[src/rtl/mem_stage_access.sv]
// MEM-stage data-memory access unit: turns EX/MEM load/store requests into a
// req/ack transaction, stalls the front of the pipeline, and holds the MEM/WB register.
module mem_stage_access #(
  parameter int TIMEOUT_CYCLES = 16,
  parameter int CNT_W          = 5
) (
  input  logic        clk_i,
  input  logic        rst_i,
  input  logic        RegWrite_i,
  input  logic        MemToReg_i,
  input  logic        MemRead_i,
  input  logic        MemWrite_i,
  input  logic [31:0] ALUres_i,
  input  logic [31:0] RS2data_i,
  input  logic [4:0]  RegisterRd_i,
  output logic        mem_req_o,
  output logic        mem_we_o,
  output logic [31:0] mem_addr_o,
  output logic [31:0] mem_wdata_o,
  input  logic        mem_ack_i,
  input  logic [31:0] mem_rdata_i,
  output logic        stall_o,
  input  logic        err_clr_i,
  output logic        err_o,
  output logic        RegWrite_o,
  output logic        MemToReg_o,
  output logic [31:0] ReadData_o,
  output logic [31:0] ALUres_o,
  output logic [4:0]  RegisterRd_o
);

  // state | meaning
  // IDLE  | no access outstanding; EX/MEM flows straight into MEM/WB
  // BUSY  | request on the memory port, waiting for ack or timeout
  typedef enum logic {IDLE = 1'b0, BUSY = 1'b1} state_t;

  state_t            state_q, state_d;
  logic [CNT_W-1:0]  cnt_q, cnt_d;
  logic              access, misaligned, illegal, bad;
  logic              stall, err_set;
  logic              req_d, we_d;
  logic [31:0]       addr_d, wdata_d;
  logic              wb_rw_d, wb_mtr_d;
  logic [31:0]       wb_rdata_d, wb_alu_d;
  logic [4:0]        wb_rd_d;

  assign access     = MemRead_i | MemWrite_i;
  assign misaligned = ALUres_i[1:0] != 2'b00;
  assign illegal    = MemRead_i & MemWrite_i;
  assign bad        = access & (misaligned | illegal);

  always_comb begin
    state_d    = state_q;
    cnt_d      = cnt_q;
    req_d      = mem_req_o;
    we_d       = mem_we_o;
    addr_d     = mem_addr_o;
    wdata_d    = mem_wdata_o;
    stall      = 1'b0;
    err_set    = 1'b0;
    wb_rw_d    = 1'b0;
    wb_mtr_d   = 1'b0;
    wb_rdata_d = '0;
    wb_alu_d   = ALUres_i;
    wb_rd_d    = '0;
    case (state_q)
      IDLE: begin
        if (!access) begin
          wb_rw_d  = RegWrite_i;
          wb_mtr_d = MemToReg_i;
          wb_rd_d  = RegisterRd_i;
        end else if (bad) begin
          err_set = 1'b1;
        end else begin
          stall   = 1'b1;
          req_d   = 1'b1;
          we_d    = MemWrite_i;
          addr_d  = ALUres_i;
          wdata_d = RS2data_i;
          cnt_d   = '0;
          state_d = BUSY;
        end
      end
      BUSY: begin
        // EX/MEM is frozen while stalled, so the inputs still describe this access
        if (mem_ack_i) begin
          req_d      = 1'b0;
          cnt_d      = '0;
          state_d    = IDLE;
          wb_rw_d    = RegWrite_i;
          wb_mtr_d   = MemToReg_i;
          wb_rd_d    = RegisterRd_i;
          wb_rdata_d = mem_we_o ? 32'h0 : mem_rdata_i;
        end else if (cnt_q == CNT_W'(TIMEOUT_CYCLES - 1)) begin
          req_d   = 1'b0;
          err_set = 1'b1;
          cnt_d   = '0;
          state_d = IDLE;
        end else begin
          stall = 1'b1;
          cnt_d = cnt_q + CNT_W'(1);
        end
      end
    endcase
  end

  // Gate with reset so the stall releases the moment reset is asserted
  assign stall_o = rst_i & stall;

  always_ff @(posedge clk_i or negedge rst_i) begin
    if (!rst_i) begin
      state_q     <= IDLE;
      cnt_q       <= '0;
      mem_req_o   <= 1'b0;
      mem_we_o    <= 1'b0;
      mem_addr_o  <= '0;
      mem_wdata_o <= '0;
    end else begin
      state_q     <= state_d;
      cnt_q       <= cnt_d;
      mem_req_o   <= req_d;
      mem_we_o    <= we_d;
      mem_addr_o  <= addr_d;
      mem_wdata_o <= wdata_d;
    end
  end

  always_ff @(posedge clk_i or negedge rst_i) begin
    if (!rst_i) begin
      err_o        <= 1'b0;
      RegWrite_o   <= 1'b0;
      MemToReg_o   <= 1'b0;
      ReadData_o   <= '0;
      ALUres_o     <= '0;
      RegisterRd_o <= '0;
    end else begin
      err_o        <= err_set | (err_o & ~err_clr_i);
      RegWrite_o   <= wb_rw_d;
      MemToReg_o   <= wb_mtr_d;
      ReadData_o   <= wb_rdata_d;
      ALUres_o     <= wb_alu_d;
      RegisterRd_o <= wb_rd_d;
    end
  end

endmodule

[config.mk]
export PLATFORM = sky130hd
export DESIGN_NAME = mem_stage_access
export DESIGN_NICKNAME = d
export VERILOG_FILES = /design/src/rtl/mem_stage_access.sv
export SDC_FILE = /design/constraint.sdc
export NUM_CORES = 1
export LEC_CHECK = 0
export BUFFER_PORTS_ARGS = -buffer_cell sky130_fd_sc_hd__buf_2
export CAP_MARGIN = 0
export CORE_ASPECT_RATIO = 0.8
export CORE_MARGIN = 5
export CORE_UTILIZATION = 45
export CTS_CLUSTER_SIZE = 28
export DETAILED_ROUTE_END_ITERATION = 8
export GPL_ROUTABILITY_DRIVEN = 1
export PLACE_DENSITY = 0.79
export SLEW_MARGIN = 20
export SYNTH_ARGS = -nofsm -noshare
export SYNTH_HDL_FRONTEND = slang
export SYNTH_SLANG_ARGS = --single-unit
export TNS_END_PERCENT = 50
[constraint.sdc]
create_clock -name clk_i -period 2.48 [get_ports clk_i]
set_input_delay 0.124 -clock clk_i [delete_from_list [all_inputs] [get_ports clk_i]]
set_output_delay 0.124 -clock clk_i [all_outputs]
set_load 0.1 [all_outputs]
* After elaboration in Yosys (flattened, before gate mapping)
Cells that the tools add are included.
** Operators by class
- Add/subtract/negate cells :: 1
- Equality and inequality tests :: 4
- Mux-type cells :: 32
- Bitwise logic cells :: 10
- Reduce and logical (&&, ||, !) cells :: 4
** Operators by type and width (count)
- $mux 32 :: 3
- $mux 5 :: 6
- $pmux 5 s2 :: 2
- $mux 1 :: 16
- $pmux 1 s2 :: 5
- $reduce_and 3->1 :: 2
- $add 5x1->5 const B :: 1
- $eq 5x4->1 const B :: 1
- $and 1x1->1 :: 4
- $ne 2x2->1 const B :: 2
- $ne 3x2->1 const B :: 1
- $not 1->1 :: 3
- $or 1x1->1 :: 3
- $reduce_and 2->1 :: 1
- $reduce_bool 2->1 :: 1
** Word-level totals
- Register bits after elaboration :: 144
- Bits of input ports :: 109
- Output and inout bits :: 139
- Word-level logic and storage cells :: 63

* Logic depth before layout (Yosys ltp)
Gate-level depths: netlist (run 1).
- Depth in word-level cells :: 7
- Mapped depth :: 5
- Depth with buffers taken out :: 4

* Worst setup path after synthesis (run 1)
OpenSTA, ideal clock, no wires.
- Path kind :: flip-flop to output port
- Start point :: register state_q
- End point :: output port stall_o
- Data arrival time :: 3.304 ns
- Required time :: 2.356 ns
- Setup slack :: -0.948 ns
- Cell stages (with the launch flop) :: 4
- Buffers on the path :: 1
- Path through :: dfrtp_1 -> clkbuf_1 -> or4_1 -> a21boi_0
** Between the ends
- Cells in the longest elaborated chain, start to end :: 3
** RTL lines
- start, declared :: RTL line 37 : state_t state_q, state_d;
- start signal, assigned :: RTL line 119 : state_q <= state_d;
- $not 1->1 (no line)
- $pmux 1 s2 (*) :: RTL line 66 : case (state_q)
- $and 1x1->1 (*) :: RTL line 108 : assign stall_o = rst_i & stall;
- end, declared :: RTL line 22 : output logic stall_o,
Every way passes the cells marked *; elsewhere a longest branch is shown, timed or not.

* Worst setup path in the final report (run 1)
Ends and elaborated chain as after synthesis.

==> impl_metrics.toml, run 1 <==
[outcome]
status = "complete, no violations"

[critical_path]
worstPathCellList = "nor2b_1 -> nand2_1 -> a21boi_2 -> buf_2"
worstPathRequired_ns = 2.36
slowest_stage = "dfrtp_1"
cp.arrival_ns = 2.13
r2r_slack_ns = 0.75
cp_slowest_stage_delay_ns = 0.49
critPathLaunchType = "flop"
crit_path_max_fanout = 8
path_class = "reg2out"
critPathCaptureType = "primary output"

[cts]
postCtsHoldBufs = 104
cts_sinks = 144
cts_buffer_depth = 2
root_buffer = "clkbuf_16"
cts_resized = 0
clk_latency_ns = 0.41
cts_made_buffers = 17
clk_pin_slew_ns = 0.06
cts_tree = "done"
htree_levels = 4
cts_setup_buffers = 0

[route]
ant_nets = 0
highest_layer = "met4"
drtIter0Drc = 110
via_count = 3775
routed_wirelength_mm = 14.4
via_per_inst = 4.64
met3_length_mm = 1.64
met2WireLength_mm = 7.19
drt-met1-wl_mm = 5.29
post_drt_wl_per_cell_um = 17.7
drcViolationCount = 0
dr.pass1.iters = 4

[sta]
finalSetupTns_ns = 0
hold_viol_final = 0
relSlewSlack_pct = 50.5
worst_slew_pin_slew_ns = 0.742
rsz0062_at_grt = "no"
fin_crit_sh_pct = 91.0
fmax_mhz = 443
setup_viol = 0
layout_min_cycle_time_ns = 2.26
slew_violations = 0
skew_ns = 0.0109

[power]
p_per_area_mw_per_mm2 = 1160
total_power_uw = 9230
swShare_pct = 46.2
peakVddDrop_v = 0.000789
p_leak_uw = 0.00402
pwr-share-comb_pct = 41.0
power_frac_clock_pct = 27.5
p_sw_uw = 4260
intPower_uw = 4960
seqPwrFrac_pct = 31.6

[logic_synthesis]
synth.distinct_cells = 32
yosysWarnings = 0
synth_nets = 402
synth_ff_type = "dfrtp_1"
ys_seq_area_share_pct = 73.6
syn_inst = 292
async_flop_share_pct = 100
synth_edf_count = 0
synthesis.area_sq_mm = 0.00490
ys_ff_latch = 144
synth_area_per_cell_sq_um = 16.8

[job]
cap_viol_max_count = 0

[global_routing]
grt-ovfl-total = 0
grt_pass1_vias = 4249
grt_usage_pct = 22.4
grt_max_degree = 145
antenna_found_initial = 2
grt_pass1_wl_mm = 22.3

[layout]
drive_above_1_share_pct = 50.6
utilization_pct = 73.7
fin_nets = 766
nFillCells = 647
syn2layout_area_growth_pct = 62.0

[die]
fp.dieH_um = 103
core_sq_mm = 0.0108
initial_utilization_pct = 45.5
io_pins = 248
design.die.area_sq_mm = 0.0131
die_w_um = 127
num_rows = 34

[placed_design]
dp_hpwl_mm = 8.77
place.gp.congestion = 0.843
port_buffers = 247

[hold_path]
hp-class = "in2reg"
final cells by class:
cell class	instances	area, sq um	share of cell area [%]
Multi-Input combinational cell	136	1210	15.3
Clock inverter	13	160	2.02
Antenna cell	1	2.50	0.0315
Timing Repair Buffer	355	2340	29.5
Sequential cell	144	3600	45.4
Tap cell	144	180	2.27
Inverter	2	7.51	0.0946
Clock buffer	18	429	5.41
registers in the layout, indices dropped and copies added (netlist names):
signal and cells:
mem_addr_o 32, state_q 1, MemToReg_o 1, ALUres_o 32, mem_wdata_o 32, ReadData_o 32, RegWrite_o 1, mem_req_o 1
mem_we_o 1, cnt_q 5, err_o 1, RegisterRd_o 5
per-layer routing:
layer | GRT usage [%] | vias to the layer above
met5 | 0 | -
met4 | 7.01 | 0
met3 | 11.1 | 26
met2 | 38.3 | 184
met1 | 25.1 | 1838
li1 | - | 1727
layout by cell type (no fill, tap or decap), drive strengths merged, types with 2 or more instances in the layout:
cell	n
nor2b	8
buf	251
dfrtp	144
mux2	63
nand3	2
and2	34
clkinv	5
inv	5
clkbuf	18
a21oi	3
nand2	4
clkinvlp	2
bufinv	3
a21boi	2
dlygate4sd3	104
power by group through the flow:
| stage | sequential (uW) | clock, uW | combinational (uW) |
|---|---|---|---|
| 3_5_place_dp | 2940 | 0 | 3650 |
| 3_3_place_gp | 2910 | 0 | 3620 |
| 6_report | 2910 | 2540 | 3780 |
| 4_1_cts | 2900 | 2590 | 3780 |
| 5_1_grt | 2960 | 2700 | 3890 |
| 2_1_floorplan | 5540 | 0 | 372 |
cell families after synthesis:
group,after synthesis,share of synthesized area (%)
flip-flops,144,73.6
multiplexers,64,14.7
AND/OR/NAND/NOR,55,7.23
AO/OA/AOI/OAI,14,2.04
buffers and inverters,12,1.84
XOR/XNOR,2,0.358
adder cells (fa/ha/maj),1,0.255
per-stage QoR:
stage | hold slack [ns] | cell area [sq um] | std cells | setup WS [ns]
after floorplan | -0.172 | 4900 | 292 | 0.368
after CTS | 0.00619 | 7930 | 812 | 0.215
after global placement | 0.245 | 6300 | 677 | 0.721
after global routing | 0.0440 | 7930 | 813 | 0.0857
after detailed placement | 0.246 | 6300 | 677 | 0.698
final | 0.0202 | 7930 | 813 | 0.222
synth_stat cells (all sizes together) (2+ instances only):
cell	number	area share, %
a21boi	2	0.31
a21oi	3	0.31
and2	34	4.3
buf	6	1.4
clkbuf	4	0.31
dfrtp	144	74
inv	2	0.15
mux2	63	14
nand2	4	0.31
nand3	2	0.20
nor2b	8	1.0
worst paths after layout:
check / depth (start not counted) / from / end
worst max-delay path: 4 / state_q$_DFF_PN0_ / stall_o
worst min-delay path: 3 / err_clr_i / err_o$_DFF_PN0_
worst max register to register: 3 / state_q$_DFF_PN0_ / mem_addr_o[8]$_DFFE_PN0P_
worst min register to register: 1 / mem_addr_o[22]$_DFFE_PN0P_ / mem_addr_o[22]$_DFFE_PN0P_
max in group asynchronous: 3 / rst_i / mem_wdata_o[31]$_DFFE_PN0P_
min in group asynchronous: 3 / rst_i / ALUres_o[0]$_DFF_PN0_
worst max-delay path, delay by kind of cell, from the launching register on:
| kind | cells | cell delay (ns) |
|---|---|---|
| and+or+nand+nor | 2 | 0.64 |
| DFF | 1 | 0.49 |
| buffers and inverters | 1 | 0.43 |
| AOI/OAI and AO/OA | 1 | 0.15 |
Power figures use the tool's default switching activity.
==> inputs of run 2 (changes only) <==
- CTS_BUF_LIST: unset -> sky130_fd_sc_hd__clkbuf_8 sky130_fd_sc_hd__clkbuf_16
==> run 2 against run 1 <==
Compared with the run above: die area unchanged; first-iteration DRC count increased by 0.91%; combinational power about the same; final cell count unchanged; flip-flop and latch count unchanged; fmax decreased by 0.15%; clock power about the same; critical path type unchanged; core utilization unchanged; global-route usage about the same; critical path depth unchanged.
==> impl_metrics.toml, run 2 (same netlist as run 1, synthesis figures left out) <==
[outcome]
status = "complete, no violations"

[critical_path]
worstPathRequired_ns = 2.36
path_class = "reg2out"
critPathLaunchType = "flop"
worstPathCellList = "nor2b_1 -> nand2_1 -> a21boi_2 -> buf_2"
cp_slowest_stage_delay_ns = 0.50
slowest_stage = "dfrtp_1"
critPathCaptureType = "primary output"
cp.arrival_ns = 2.14
crit_path_max_fanout = 8

[global_routing]
grt_max_degree = 145
grt_pass1_wl_mm = 22.3
grt-ovfl-total = 0
gr-usage-met2_pct = 38.3
use_met3_pct = 11.1
met1_usage_pct = 25.1
grt_usage_pct = 22.4
grt.busiest_layer = "met2"
antenna_found_initial = 2
grt_pass1_vias = 4249

[die]
io_pins = 248
core_sq_mm = 0.0108
die_w_um = 127
fp.dieH_um = 103
num_rows = 34
initial_utilization_pct = 45.5
design.die.area_sq_mm = 0.0131

[placed_design]
dp_cells = 677
place_area_sq_mm = 0.00630
place.gp.congestion = 0.843
dp_hpwl_mm = 8.77
port_buffers = 247

[sta]
fin_crit_sh_pct = 91.2
hold_viol_final = 0
finalSetupTns_ns = 0
layout_min_cycle_time_ns = 2.26
worst_slew_pin_slew_ns = 0.742
slew_violations = 0
relSlewSlack_pct = 50.5
rsz0062_at_grt = "no"
skew_ns = 0.0106
setup_viol = 0
fmax_mhz = 442

[route]
routed_wirelength_mm = 14.4
drtIter0Drc = 111
ant_nets = 0
via_count = 3774
dr.pass1.iters = 4
drcViolationCount = 0
via_per_inst = 4.64
post_drt_wl_per_cell_um = 17.7

[hold_path]
hp-class = "in2reg"

[cts]
clk_latency_ns = 0.41
cts_made_buffers = 17
htree_levels = 4
cts_setup_buffers = 0
cts_tree = "done"
cts_buffer_depth = 2
clk_pin_slew_ns = 0.06
root_buffer = "clkbuf_16"
cts_sinks = 144

[layout]
final_common_cell = "buf_2"
drive_above_1_share_pct = 50.6
mostFrequentLayoutCells = "246 x buf_2, 144 x dfrtp_1, 104 x dlygate4sd3_1"
fin_nets = 766
syn2layout_area_growth_pct = 62.0
stdcell_area_sq_mm = 0.00793
fin_cells = 813

[power]
seqPwrFrac_pct = 31.6
swShare_pct = 46.2
p_sw_uw = 4270
peakVddDrop_v = 0.000789
intPower_uw = 4960
power_frac_clock_pct = 27.4
p_per_area_mw_per_mm2 = 1160
p_leak_uw = 0.00402
total_power_uw = 9230
pwr-share-comb_pct = 41.0

[job]
cap_viol_max_count = 0
[run 2: cell types whose count changed in the layout (fill, tap and decap cells not counted)]
cell / change
inv_1: +1
clkbuf_1: -1
[run 2: area by class of cell]
class	instances	area, sq um
diodes	1	2.50
inverters	2	7.51
multi-input cells	136	1210
fillers	647	2830
clock buffers	17	425
well taps	144	180
repair buffers	355	2340
clock inverters	14	164
flip-flops and latches	144	3600
[run 2: metal layers]
| layer | vias up | share of wire, % | wire length, um |
|---|---|---|---|
| li1 | 1729 | - | - |
| met5 | - | 0 | 0 |
| met4 | 0 | 1.9 | 271 |
| met1 | 1839 | 37 | 5330 |
| met2 | 180 | 50 | 7170 |
| met3 | 26 | 11 | 1620 |
[run 2: stage by stage]
stage               worst slack (ns)  utilization, %  hold WS [ns]
finish                         0.219            73.7        0.0198
global route                  0.0857            73.7        0.0440
CTS                            0.215            73.7       0.00619
detailed placement             0.698            58.5         0.246
global placement               0.721            58.5         0.245
floorplan                      0.368               -        -0.172
[run 2: power by group through the flow]
stage	registers [uW]	logic (uW)	clock network, uW
final	2910	3780	2530
after global routing	2960	3890	2690
after CTS	2900	3780	2580
after detailed placement	2940	3650	0
after global placement	2910	3620	0
after floorplan	5540	372	0
[run 2: critical path: cells and delay by family (launching register included)]
| kind | cells | cell delay, ns |
|---|---|---|
| compound gates | 1 | 0.15 |
| flops | 1 | 0.50 |
| simple gates | 2 | 0.64 |
| buf+inv | 1 | 0.43 |
[run 2: repair_timing]
item,4_1_cts,5_1_grt
hold buffers,104,0
resized for setup,0,0
hold endpoints to repair,277,0
[run 2: final timing paths]
| path | start | end | slack [ns] | depth (start not counted) |
|---|---|---|---|---|
| worst max-delay path | state_q$_DFF_PN0_ | stall_o | 0.22 | 4 |
| worst min-delay path | err_clr_i | err_o$_DFF_PN0_ | 0.02 | 3 |
| worst max register to register | state_q$_DFF_PN0_ | mem_addr_o[8]$_DFFE_PN0P_ | 0.75 | 3 |
| worst min register to register | mem_addr_o[22]$_DFFE_PN0P_ | mem_addr_o[22]$_DFFE_PN0P_ | 0.49 | 1 |
| max in group asynchronous | rst_i | mem_wdata_o[2]$_DFFE_PN0P_ | 1.51 | 3 |
| min in group asynchronous | rst_i | ALUres_o[0]$_DFF_PN0_ | 0.41 | 3 |
==> inputs of run 3 (changes only) <==
- CTS_BUF_LIST: sky130_fd_sc_hd__clkbuf_8 sky130_fd_sc_hd__clkbuf_16 -> sky130_fd_sc_hd__clkbuf_8
==> run 3 against run 2 <==
Compared with the run above: clock power fell by 26%; flip-flop and latch count did not move; non-clock buffer count rose by 1; first-iteration DRC count rose by 31%; count of clock-buffer cells in the layout did not move; core utilization fell by 1.7 points; sequential share of layout area rose by 1.1 points; clock skew rose by 0.0067 ns; combinational power barely moved; largest cell class unchanged.
==> impl_metrics.toml, run 3 (same netlist as run 1, synthesis figures left out) <==
[power]
intPower_uw = 4370
pwr-share-comb_pct = 44.2
swShare_pct = 48.9
p_per_area_mw_per_mm2 = 1100
p_sw_uw = 4180
seqPwrFrac_pct = 34.0
power_frac_clock_pct = 21.8
peakVddDrop_v = 0.000575
p_leak_uw = 0.00394

[layout]
syn2layout_area_growth_pct = 58.3
fin_nets = 767
utilization_pct = 72.0
diodes = 0
stdcell_area_sq_mm = 0.00775
drive_above_1_share_pct = 50.5
mostFrequentLayoutCells = "246 x buf_2, 144 x dfrtp_1, 105 x dlygate4sd3_1"
final_common_cell = "buf_2"

[sta]
rsz0062_at_grt = "no"
fmax_mhz = 440
layout_min_cycle_time_ns = 2.27
relSlewSlack_pct = 49.6
finalSetupTns_ns = 0
setup_viol = 0
whs_ns = 0.0412
fin_crit_sh_pct = 91.6
skew_ns = 0.0172
final.setup.worst_slack_ns = 0.209
hold_viol_final = 0
worst_slew_pin_slew_ns = 0.756
slew_violations = 0

[die]
initial_utilization_pct = 45.5
io_pins = 248
core_sq_mm = 0.0108
die_w_um = 127
num_rows = 34
design.die.area_sq_mm = 0.0131
fp.dieH_um = 103

[global_routing]
grt_max_degree = 145
grt_pass1_vias = 4198
grt-ovfl-total = 0
antenna_found_initial = 1
grt_usage_pct = 22.1
grt_pass1_wl_mm = 22.1

[placed_design]
place_area_sq_mm = 0.00630
dp_hpwl_mm = 8.77
pre_cts_ws_ns = 0.698
place.gp.congestion = 0.843
port_buffers = 247

[cts]
cts_tree = "done"
clk_latency_ns = 0.42
cts_buffer_depth = 2
clk_pin_slew_ns = 0.09
cts_made_buffers = 17
cts_sinks = 144
htree_levels = 4
root_buffer = "clkbuf_8"
cts_setup_buffers = 0

[outcome]
status = "complete, no violations"

[critical_path]
critPathCaptureType = "primary output"
crit_path_end = "stall_o"
cp.arrival_ns = 2.15
path_class = "reg2out"
crit_start = "state_q$_DFF_PN0_"
crit_path_max_fanout = 8
worstPathRequired_ns = 2.36
ff2ff_path_depth = 3
reg2reg_from = "state_q$_DFF_PN0_"
critPathLaunchType = "flop"
r2r_end = "mem_addr_o[13]$_DFFE_PN0P_"
r2r_slack_ns = 0.74

[route]
post_drt_wl_per_cell_um = 17.6
drcViolationCount = 0
routed_wirelength_mm = 14.3
drtIter0Drc = 145
via_per_inst = 4.64
dr.pass1.iters = 4
ant_nets = 0
via_count = 3774

[hold_path]
hp-class = "in2reg"

[job]
cap_viol_max_count = 0
[run 3: cell types whose count changed in the layout (fill, tap and decap cells not counted), sizes merged]
cell and change:
diode -1, dlygate4sd3 +1
[run 3: final cells by class]
type,instances,area (sq um)
repair buffers,356,2350
inverters,2,7.51
flip-flops and latches,144,3600
well taps,144,180
multi-input cells,136,1210
clock buffers,17,234
clock inverters,14,164
fillers,674,3010
[run 3: worst min-delay path by stage]
stage                                   endpoint  depth (start not counted)  slack, ns          from
final                      mem_req_o$_DFFE_PN0P_                          3       0.04     mem_ack_i
after global routing       mem_req_o$_DFFE_PN0P_                          3       0.01     mem_ack_i
after CTS                   mem_we_o$_DFFE_PN0P_                          2      0.005    MemWrite_i
after detailed placement  ALUres_o[18]$_DFF_PN0_                          1       0.25  ALUres_i[18]
after global placement    ALUres_o[23]$_DFF_PN0_                          1       0.25  ALUres_i[23]
after floorplan            ALUres_o[0]$_DFF_PN0_                          0      -0.17         rst_i
[run 3: through the flow]
stage               total power (uW)  std cells
finish                          8550        813
global route                    8860        813
detailed placement              6590        677
floorplan                       5910        292
global placement                6530        677
CTS                             8580        813
[run 3: power groups by stage]
stage	sequential [uW]	clock, uW	combinational (uW)
floorplan	5540	0	372
global placement	2910	0	3620
detailed placement	2940	0	3650
CTS	2890	1910	3780
global route	2950	2020	3890
finish	2900	1860	3780
[run 3: routing by layer]
| layer | up-vias | GRT usage [%] | wire [um] |
|---|---|---|---|
| met4 | 0 | 6.35 | 197 |
| met1 | 1839 | 24.6 | 5300 |
| met3 | 20 | 10.3 | 1620 |
| met2 | 193 | 38.8 | 7230 |
| met5 | - | 0 | 0 |
| li1 | 1722 | - | - |
[run 3: what timing repair did]
action | in CTS | in global routing
resized for setup | 0 | 0
hold buffers | 105 | 0
endpoints found under the setup margin | 0 | 0
hold endpoints to repair | 278 | 0
[run 3: critical path, stage by stage (launching register included)]
cell and delay (ns):
dfrtp_1 0.50, nor2b_1 0.41, nand2_1 0.22, a21boi_2 0.15, buf_2 0.43
